--- config.mk ---
export PLATFORM = sky130hd
export DESIGN_NAME = add_accumulator
export DESIGN_NICKNAME = d
export VERILOG_FILES = /design/src/rtl/add_accumulator.sv
export SDC_FILE = /design/constraint.sdc
export NUM_CORES = 1
export LEC_CHECK = 0
export BUFFER_PORTS_ARGS = -buffer_cell sky130_fd_sc_hd__buf_4
export CORE_ASPECT_RATIO = 0.7
export CORE_MARGIN = 1
export CORE_UTILIZATION = 57
export CTS_CLUSTER_DIAMETER = 30
export DETAILED_ROUTE_END_ITERATION = 12
export PLACE_DENSITY = 0.84
export SLEW_MARGIN = 20
export SYNTH_ARGS = -nofsm -noshare
export SYNTH_HDL_FRONTEND = slang
export SYNTH_SLANG_ARGS = --single-unit
export TNS_END_PERCENT = 50
--- constraint.sdc ---
create_clock -name clk -period 3.6 [get_ports clk]
set_input_delay 0.54 -clock clk [delete_from_list [all_inputs] [get_ports clk]]
set_output_delay 0.54 -clock clk [all_outputs]
set_load 0.01 [all_outputs]
--- src/rtl/add_accumulator.sv ---
// Frame accumulator for a 9-bit adder result stream: sums N_SAMPLES operands (or fewer on flush)
// and holds the frame result until the downstream handshake. Define ADD_ACCUMULATOR_SAT_EN to clamp on overflow instead of wrapping.
module add_accumulator #(
  parameter int N_SAMPLES = 4,
  parameter int ACC_W     = 12
) (
  input  logic             clk,
  input  logic             rst,
  input  logic             in_valid,
  output logic             in_ready,
  input  logic [7:0]       in_sum,
  input  logic             in_carry,
  input  logic             flush,
  output logic             out_valid,
  input  logic             out_ready,
  output logic [ACC_W-1:0] out_acc,
  output logic [4:0]       out_count,
  output logic             out_ovf
);

  localparam int               DATA_W     = 9;
  localparam logic [ACC_W-1:0] ACC_MAX    = '1;
  localparam logic [4:0]       COUNT_FULL = 5'(N_SAMPLES);

  typedef enum logic {ACCUM, HOLD} state_e;

  state_e             state_q, state_d;
  logic [ACC_W-1:0]   acc_q, acc_d;
  logic [4:0]         count_q, count_d;
  logic               ovf_q, ovf_d;

  logic               accept;
  logic [DATA_W-1:0]  operand;
  logic [ACC_W:0]     sum_wide;

  // Once saturated, acc sits at ACC_MAX, so any further non-zero operand carries again
  // and a zero operand leaves it at ACC_MAX; no separate sticky term is needed here.
  function automatic logic [ACC_W-1:0] next_acc(input logic [ACC_W:0] sum);
`ifdef ADD_ACCUMULATOR_SAT_EN
    next_acc = sum[ACC_W] ? ACC_MAX : sum[ACC_W-1:0];
`else
    next_acc = sum[ACC_W-1:0];
`endif
  endfunction

  assign in_ready  = (state_q == ACCUM);
  assign out_valid = (state_q == HOLD);
  assign accept    = in_valid & in_ready;
  assign operand   = {in_carry, in_sum};
  assign sum_wide  = {1'b0, acc_q} + {{(ACC_W + 1 - DATA_W){1'b0}}, operand};

  assign out_acc   = out_valid ? acc_q   : '0;
  assign out_count = out_valid ? count_q : '0;
  assign out_ovf   = out_valid & ovf_q;

  always_comb begin
    state_d = state_q;
    acc_d   = acc_q;
    count_d = count_q;
    ovf_d   = ovf_q;
    if (state_q == ACCUM) begin
      if (accept) begin
        acc_d   = next_acc(sum_wide);
        count_d = count_q + 5'd1;
        ovf_d   = ovf_q | sum_wide[ACC_W];
        if ((count_d == COUNT_FULL) || flush) begin
          state_d = HOLD;
        end
      end else if (flush && (count_q != 5'd0)) begin
        state_d = HOLD;
      end
    end else if (out_ready) begin
      state_d = ACCUM;
      acc_d   = '0;
      count_d = '0;
      ovf_d   = 1'b0;
    end
  end

  always_ff @(posedge clk) begin
    if (rst) begin
      state_q <= ACCUM;
      acc_q   <= '0;
      count_q <= '0;
      ovf_q   <= 1'b0;
    end else begin
      state_q <= state_d;
      acc_q   <= acc_d;
      count_q <= count_d;
      ovf_q   <= ovf_d;
    end
  end

endmodule
# Yosys cells after proc, flatten, opt, wreduce, memory -nomap -nowiden
# Cells that the tools add are included.
[totals]
regBits = 19
input_bits = 14
out_inout_bits = 20
wordCells = 33
[classes]
addsub = 2
eq_ne = 2
mux = 16
n_bitwise = 4
reduce_logical = 5
[op_table]
columns = ["operator", "n"]
rows = [
  ["$mux 12", 4],
  ["$mux 5", 4],
  ["$add 12x9->13", 1],
  ["$mux 1", 8],
  ["$add 5x1->5 const B", 1],
  ["$eq 5x3->1 const B", 1],
  ["$reduce_bool 5->1", 1],
  ["$and 1x1->1", 2],
  ["$ne 2x2->1 const B", 1],
  ["$reduce_and 2->1", 1],
  ["$reduce_bool 2->1", 1],
  ["$logic_and 1x1->1", 1],
  ["$logic_or 1x1->1", 1],
  ["$not 1->1", 1],
  ["$or 1x1->1", 1],
]

# Logic depth before layout (Yosys ltp)
# Gate-level depths: netlist of run 1.
[logic_depth]
ltp_word = 6
ltp_mapped = 6
depth_no_buf = 6

# Worst setup path after synthesis of run 1
# Ideal clock, no wire load.
[synth_timing]
path_type = "input -> register"
from = "input in_sum[0]"
to = "register acc_q[8]"
setup_time_ps = 79
arrival_time_ps = 2140
required_time_ps = 3521
path_slack_ps = 1381
cell_stages = 6
n_path_buf = 0
cell_sequence = "ha_1 > fa_1 > a21o_1 > a221oi_2 > mux2_4 > a211oi_2"
[synth_via]
elab_chain_len = 3
[synth_lines]
columns = ["element", "line", "rtl"]
rows = [
  ["start, declared", "11", "input logic [7:0] in_sum,"],
  ["$add 12x9->13", "50", "assign sum_wide = {1'b0, acc_q} + {{(ACC_W + 1 - DATA_W){1'b0}}, operand};"],
  ["$mux 12", "62", "if (accept) begin"],
  ["$mux 12", "61", "if (state_q == ACCUM) begin"],
  ["end signal, assigned", "83", "acc_q <= '0;"],
  ["end signal, assigned", "88", "acc_q <= acc_d;"],
  ["end, declared", "28", "logic [ACC_W-1:0] acc_q, acc_d;"],
]
# No other way between the ends. The select of a mux whose other input is x is not followed.
# A chain may end at the register's enable or synchronous reset.

# Final worst setup path of run 1
[layout_timing]
from = "register state_q (netlist: out_valid)"
to = "register acc_q[7]"
[layout_via]
elab_chain_len = 4
elab_cells_between_ends = 6
cone_classes = "eq/ne (1); mux (1); bitwise (2); reduce/logical (2)"
[layout_lines]
columns = ["element", "line", "rtl"]
rows = [
  ["start, declared", "27", "state_e state_q, state_d;"],
  ["start signal, assigned", "87", "state_q <= state_d;"],
  ["$not 1->1", "--", ""],
  ["$and 1x1->1", "48", "assign accept = in_valid & in_ready;"],
  ["$reduce_bool 2->1 (no line)", "--", ""],
  ["$reduce_and 2->1 (no line)", "--", ""],
]
# Parallel ways exist; a longest one is shown, timed or not.

==> results.txt, run 1 <==
The initial cell density of the core came out at 63.2%. The via count of the first global-routing pass was about 1200. The final-report max-slew violation count is 0. The post-CTS setup buffer count came out at 0.

In this run the number of H-tree levels came out at 1. The longest clock path from root to sink contains 2 buffers. The I/O pin total came out at 34. The maximum fanout encountered on the critical timing path is 23.

The maximum cell stage delay along the critical path is about 840 ps. The routed length per instance is 14.3 um. The overall routing resource usage is between 20% and 30%.

The clock arrives with 8.12 ps of skew. The detailed-route vias per instance is approximately 5.8. The tightest min-delay check is of the flop to flop type. The count of standard-cell rows is 14. The maximum clock frequency is roughly 430 MHz. From left edge to right edge, the die measures 61.6 um. The source of the critical timing path is out_valid.

The arrival time at the worst endpoint came out at approximately 2500 ps. The synthesis-stage register bit count is 19. sky130_fd_sc_hd__dfxtp_1 is the most common cell in the netlist. The shortest period the worst path allows came out at between 2000 and 2500 ps. The share of Yosys cell area claimed by the top area cell type came out at between 20 and 30%. The diode insertion count for antenna repair came out at 0. The endpoint identified for the worst register-to-register timing path is acc_q[7].

The combined area of all synthesized cells came out at 0.00142 mm2. The global placement routability congestion is about 0.83. The most critical setup path has its endpoint at acc_q[7].

The final setup violation count is 0. The final wirelength is roughly 3300 um. Together, buffers and inverters on the worst path number 0. The flow ran to the end, and the final reports show no timing, DRC or antenna violations. Hold repair after CTS inserted 0 buffers.

In the final design database the tool counted 229 nets. The end-of-flow core utilization came out at between 70% and 80%. The path depth of the worst reg2reg path came out at 4.

The clock transition time at the flip-flop clock pins of the worst setup and hold paths came out at 120 ps. The cell count along the critical path is 4. For this run, the detailed router's first-pass iteration total came to 5. The growth of design area from synthesis to finish is 19.5%. The fraction of the yosys area taken by sequential cells is a little over a quarter. For flop-to-flop paths, the worst setup slack is 1290 ps.

By count the netlist is led by sky130_fd_sc_hd__dfxtp_1 (19), sky130_fd_sc_hd__and2_1 (16), sky130_fd_sc_hd__nor2_1 (16), sky130_fd_sc_hd__ha_1 (12), sky130_fd_sc_hd__nand2_1 (12). Entering global routing, the biggest net connects 24 pins. The critical path startpoint category is a flop.

The total via count after detailed routing is 1358. The biggest area consumer among synthesized cells is sky130_fd_sc_hd__dfxtp_1. At the pin with the least slew margin, the transition time is 771 ps.

The area of the die is approximately 0.0027 mm2. The global-route congestion overflow total came out at 0. The type of the worst setup path is flop to flop. The first global-routing pass estimated 5230 um of wire. STA classifies the critical path endpoint as a flop. CTS saw 19 sinks. Gates resized during post-CTS repair numbered 0.

The final period utilization is ~64%. The count of unique library cells instantiated by Yosys came out at 44. The warning count from the yosys run came out at 0. The slowest stage of the critical path belongs to the cell sky130_fd_sc_hd__dfxtp_1. The iteration-0 DRC count of the detailed router came out at 45. The multi-input logic area came out at approximately 970 um2. The height of the die is 43.7 um. The number of max-cap violations is 0. The final setup slack of the worst path is about 1300 ps. The TritonCTS clock tree is done. Across the VDD grid, the largest voltage drop is ~0.23 mV. The final routed DRC violation total came out at 0. The master cell of the clock root buffer is sky130_fd_sc_hd__clkbuf_4. Across the whole layout, storage elements account for roughly 380 um2.

The cell leakage power is 0.771 nW. In this run, synthesis inferred 0 flip-flops with an integrated enable. The cell family with the largest share of critical-path delay is compound AO/OA/AOI/OAI gates. The number of nets still failing antenna checks after routing is 0. The commonest register cell after synthesis is sky130_fd_sc_hd__dfxtp_1. The count of buffers inserted at the top-level ports came out at 33. OpenSTA, run right after detailed placement, puts the worst setup slack at about 1200 ps. The endpoint required time on the critical path came out at around 3800 ps. After floorplanning, the core was sized to cover roughly 0.0022 mm2.

Detailed placement ended at an HPWL of 2420 um. The number of endpoints with negative hold slack in the final report came out at 0. The clock reaches the later pin of the worst-skew pair after approximately 310 ps. Setup repair after global routing left no endpoint under its margin. The gate count of the mapped netlist came out at roughly 170. Each instance of the synthesized netlist takes up on average a little over 8 um2. Yosys attributes the largest share of cell area to sky130_fd_sc_hd__dfxtp_1 (27%), sky130_fd_sc_hd__ha_1 (11%), sky130_fd_sc_hd__and2_1 (7.1%), sky130_fd_sc_hd__nand3b_1 (4.8%), sky130_fd_sc_hd__nor2_1 (4.2%).

In the final timing run, aggregate negative setup slack is 0 ps. The number of CTS-inserted buffers is 3. The tightest slew margin relative to the limit is 48.5%.

For this design the ratio of total power to cell area is between 300 and 400 mW/mm2. The layout cell share with drive strength beyond 1 is about a quarter. The number of antenna violations at the first check in global routing is 0. The share of async-settable or async-resettable flops after synthesis is 0%. The fill cell total of the finished layout came out at 190.

The critical path goes through nor2b_2 > a21oi_2 > a221oi_1 > a311oi_1. The number of nets in the synthesized netlist is about 200. The startpoint identified for the worst register-to-register timing path is out_valid.

The worst hold-check slack is 463 ps.
## cells by family after synthesis
logic type | synth area share, %
compound gates | 21.3
xor+xnor | 4.33
fa+ha+maj | 12.0
buf+inv | 4.59
flops | 26.9
mux | 2.47
simple gates | 28.4
## registers in the layout (all words and copies together), names as in the netlist
signal and flops:
acc_q 12, count_q 5, out_valid 1, ovf_q 1
## per-stage QoR
stage | area [um2] | std cells | power, mW
after floorplan | 1420 | 171 | 0.399
after global placement | 1670 | 229 | 0.443
after detailed placement | 1670 | 229 | 0.451
after CTS | 1690 | 233 | 0.565
after global routing | 1690 | 233 | 0.599
final | 1690 | 233 | 0.564
## area by class of cell
cell class / instances / area share [%]
Inverter: 7 / 1.55
Sequential cell: 19 / 22.5
Timing Repair Buffer: 33 / 14.6
Clock buffer: 3 / 1.33
Clock inverter: 1 / 0.296
Tap cell: 32 / 2.37
Multi-Input combinational cell: 138 / 57.4
## routing by layer
metal  vias up  part of all wire [%]  GRT usage, %
met2        38                    46          42.4
met4         0                  0.57          5.78
met5         -                     0             0
met1       644                    50          36.0
li1        672                     -             -
met3         4                   4.1          6.27
## worst min-delay path by stage
stage          endpoint  startpoint  cells after the start
4_1_cts           ovf_q       ovf_q                      2
3_3_place_gp      ovf_q       ovf_q                      2
3_5_place_dp      ovf_q       ovf_q                      2
6_report          ovf_q       ovf_q                      2
5_1_grt           ovf_q       ovf_q                      2
2_1_floorplan     ovf_q       ovf_q                      2
## worst register-to-register path, delay by kind of cell (launching register included)
family             cells  cell delay (ps)
AOI/OAI and AO/OA      3             1090
DFF                    1              840
and+or+nand+nor        1              280
## placed cells by master, fill, tap and decap left out, types with 2 or more instances in the layout
cell,instances
sky130_fd_sc_hd__ha_1,12
sky130_fd_sc_hd__or2_2,2
sky130_fd_sc_hd__inv_1,7
sky130_fd_sc_hd__nand2b_1,2
sky130_fd_sc_hd__nand4b_1,2
sky130_fd_sc_hd__xnor2_1,4
sky130_fd_sc_hd__xor2_1,3
sky130_fd_sc_hd__nand3_1,8
sky130_fd_sc_hd__buf_4,33
sky130_fd_sc_hd__a21o_1,3
sky130_fd_sc_hd__a21oi_2,2
sky130_fd_sc_hd__a221oi_1,2
sky130_fd_sc_hd__nand3b_1,9
sky130_fd_sc_hd__a21oi_1,11
sky130_fd_sc_hd__nand2_1,12
sky130_fd_sc_hd__o21ai_1,5
sky130_fd_sc_hd__nor3_1,2
sky130_fd_sc_hd__nor2_1,16
sky130_fd_sc_hd__mux2i_1,2
sky130_fd_sc_hd__dfxtp_1,19
sky130_fd_sc_hd__clkbuf_4,3
sky130_fd_sc_hd__o21ai_0,2
sky130_fd_sc_hd__a22oi_1,3
sky130_fd_sc_hd__and2_1,16
sky130_fd_sc_hd__o21a_1,2
## where the power goes
group          total [mW]  switching [mW]  internal [mW]
combinational       0.199           0.109         0.0903
sequential          0.250          0.0225          0.227
clock               0.114          0.0730         0.0415
No activity file was read; power rests on OpenSTA's default activity.
==> run 2: changes to the inputs <==
--- a/config.mk
+++ b/config.mk
@@ -8,10 +8,10 @@
 export BUFFER_PORTS_ARGS = -buffer_cell sky130_fd_sc_hd__buf_4
 export CORE_ASPECT_RATIO = 0.7
 export CORE_MARGIN = 1
-export CORE_UTILIZATION = 57
+export CORE_UTILIZATION = 48
 export CTS_CLUSTER_DIAMETER = 30
 export DETAILED_ROUTE_END_ITERATION = 12
-export PLACE_DENSITY = 0.84
+export PLACE_DENSITY = 0.76
 export SLEW_MARGIN = 20
 export SYNTH_ARGS = -nofsm -noshare
 export SYNTH_HDL_FRONTEND = slang
==> constraint.sdc (replaced) <==
create_clock -name clk -period 2.1 [get_ports clk]
set_input_delay 0.315 -clock clk [delete_from_list [all_inputs] [get_ports clk]]
set_output_delay 0.315 -clock clk [all_outputs]
set_load 0.01 [all_outputs]
==> results.txt, run 2 (synthesis gave the netlist of run 1 again) <==
Setup violations remaining at the end of the flow were counted as 0. TritonCTS built the clock tree. In the final layout, the share of cells above drive strength 1 is a little over a quarter.

The register with the most flip-flops in the final layout is acc_q. The iteration-0 DRC count of the detailed router is 57. Setup repair after global routing left no endpoint under its margin.

The count of standard-cell rows came out at 16. The flow ran to the end, and the final reports show no timing, DRC or antenna violations. The arrival time at the worst endpoint came out at 2160 ps. The global-route congestion overflow total came out at 0. The number of cells traversed by the worst hold path is 2.

Input and output buffers added on the ports amount to 33. The number of CTS-inserted buffers came out at 3. The number of hold-repair buffers added at the cts stage came out at 0. The critical path is of the flop to flop type. The tree is rooted in a sky130_fd_sc_hd__clkbuf_8. The slew at the pin with the worst max-slew slack is roughly 460 ps. The signal on the critical path passes through ha_1 > fa_2 > a21o_1 > a221oi_2 > mux2_4 > a211oi_2.

The worst setup path is launched from a flop. The final layout net count came out at around 240. The worst setup path is captured at a flop. The worst hold path begins at rst. The flip-flop count of the largest register, all copies and words added is 12.

The number of endpoints with negative hold slack in the final report is 0. In this run the remaining antenna-violating nets after routing total 0. Summed over all cells, the static leakage comes to just over 0.8 nW.

The diode insertion count for antenna repair came out at 0. The largest net degree at the start of global routing came out at 20. The H-tree level count is 1. The post-detailed-placement half-perimeter wirelength came out at between 2000 and 3000 um. The tightest slew margin relative to the limit came out at between 60% and 70%. The worst hold path terminates at acc_q[8]. The post-placement worst setup slack is -45.8 ps. Tracing the worst setup path back leads to its startpoint at acc_q[0]. The non-filler instance count after layout came out at 244. The height of the die came out at 47.5 um. The number of cells on the worst reg-to-reg path is 6.

The endpoint required time on the critical path came out at approximately 2300 ps. The final-report max-slew violation count is 0. The detailed-route vias per instance is between 5 and 6. The maximum cell stage delay along the critical path is around 350 ps. In this run the critical register-to-register path is launched from acc_q[0]. The wire length of the first global-routing pass came out at 5540 um.

The number of antenna violations at the first check in global routing was 0. The final routed DRC violation total came out at 0. The post-layout instance area came out at around 0.0018 mm2. The growth of design area from synthesis to finish is 25.1%. The number of optimization iterations in the first detailed-route pass came out at 5.

The later pin in the worst-skew pair is clocked with a latency of ~250 ps. Across all layers, the routed design uses approximately 1400 vias. The final period utilization came out at 94.3%. The cell family with the largest share of critical-path delay is compound AO/OA/AOI/OAI gates. The largest registers in the layout are acc_q x12, count_q x5. The overall routing resource usage is about a quarter.

The floorplan step set the die width to 66.9 um. Leaving out fill and tap cells, the most frequent cell in the layout is sky130_fd_sc_hd__buf_4. The final wirelength is roughly 3700 um. In the final routed layout, each cell accounts on average for ~15 um. The area of the die came out at around 0.0032 mm2. The critical register-to-register path endpoint is acc_q[8]. The power per standard cell area is slightly below 600 mW/mm2. The sum of buffers and inverters on the critical path came out at 0. The initial cell density of the core came out at between 50 and 60%. The worst register-to-register path has a setup slack of 120 ps. The I/O pin total came out at 34. Counting tap cells, the placed design contains a total of between 200 and 250 instances.

The maximum clock insertion buffer count is 2. The number of max-cap violations is 0. Across the routed clock network, the largest skew measured is ~5.2 ps.

The final setup slack of the worst path is between 100 and 150 ps. Summing all placed instances gives a cell area of around 0.0017 mm2. For this design, the sink count on the clock tree is 19. The shortest period the worst path allows came out at 1980 ps. Leaving out fill and tap cells, the most frequent cells in the layout are sky130_fd_sc_hd__buf_4 (40), sky130_fd_sc_hd__dfxtp_1 (19), sky130_fd_sc_hd__and2_1 (16), sky130_fd_sc_hd__nor2_1 (16).

The clock transition time at the flip-flop clock pins of the worst setup and hold paths is roughly 70 ps. Static timing analysis puts the maximum clock frequency at approximately 500 MHz. The path class of the lowest-slack min-delay path is input port to flop. The floorplan step defined a core boundary enclosing between 0.002 and 0.003 mm2. For this design, the slowest cell found on the critical path is sky130_fd_sc_hd__fa_2.

The via count of the first global-routing pass was about 1200. The worst-case vdd ir drop came out at 0.307 mV. Of all nets on the critical path, the largest fanout is 3. Routability-driven placement finished with a final weighted congestion of ~0.80.
## run 2: cell count changes in the layout (fill, tap and decap cells not counted), sizes merged
cell,change
buf,+7
## run 2: how the worst max path moves through the flow
stage	slack, ps	endpoint	cells after the start
6_report	120	acc_q[8]	6
2_1_floorplan	110	acc_q[8]	6
3_3_place_gp	-20	acc_q[8]	7
5_1_grt	40	acc_q[8]	6
3_5_place_dp	-50	acc_q[8]	7
4_1_cts	60	acc_q[8]	6
## run 2: power breakdown
| group | internal, mW | total (mW) | switching (mW) | leakage (nW) |
|---|---|---|---|---|
| Combinational | 0.174 | 0.374 | 0.200 | 0.631 |
| Sequential | 0.390 | 0.424 | 0.0340 | 0.155 |
| Clock | 0.132 | 0.254 | 0.123 | 0.0255 |
| Total | 0.696 | 1.05 | 0.356 | 0.811 |
## run 2: area by class of cell
type,count,area [um2]
Fill cell,250,1030
Multi-Input combinational cell,138,973
Sequential cell,19,380
Timing Repair Buffer,40,300
Tap cell,36,45.0
Clock buffer,3,41.3
Inverter,7,26.3
Clock inverter,1,5.00
## run 2: per-stage QoR
step                      setup TNS, ps  hold WS, ps  util, %  power [mW]
final                                 0          372     63.2        1.05
after global placement            -18.0          448     61.5       0.786
after CTS                             0          364     63.1        1.06
after detailed placement          -45.8          455     61.5       0.801
after floorplan                       0          421        -       0.684
after global routing                  0          363     63.2        1.12
## run 2: routing by layer
| metal | GRT usage (%) | part of all wire (%) |
|---|---|---|
| met5 | 0 | 0 |
| met4 | 1.28 | 0 |
| met3 | 5.00 | 6.8 |
| met2 | 38.6 | 47 |
| met1 | 33.9 | 46 |
## run 2: timing repair
action,4_1_cts,5_1_grt
setup buffers,0,0
resized for setup,0,1
endpoints found under the setup margin,0,1
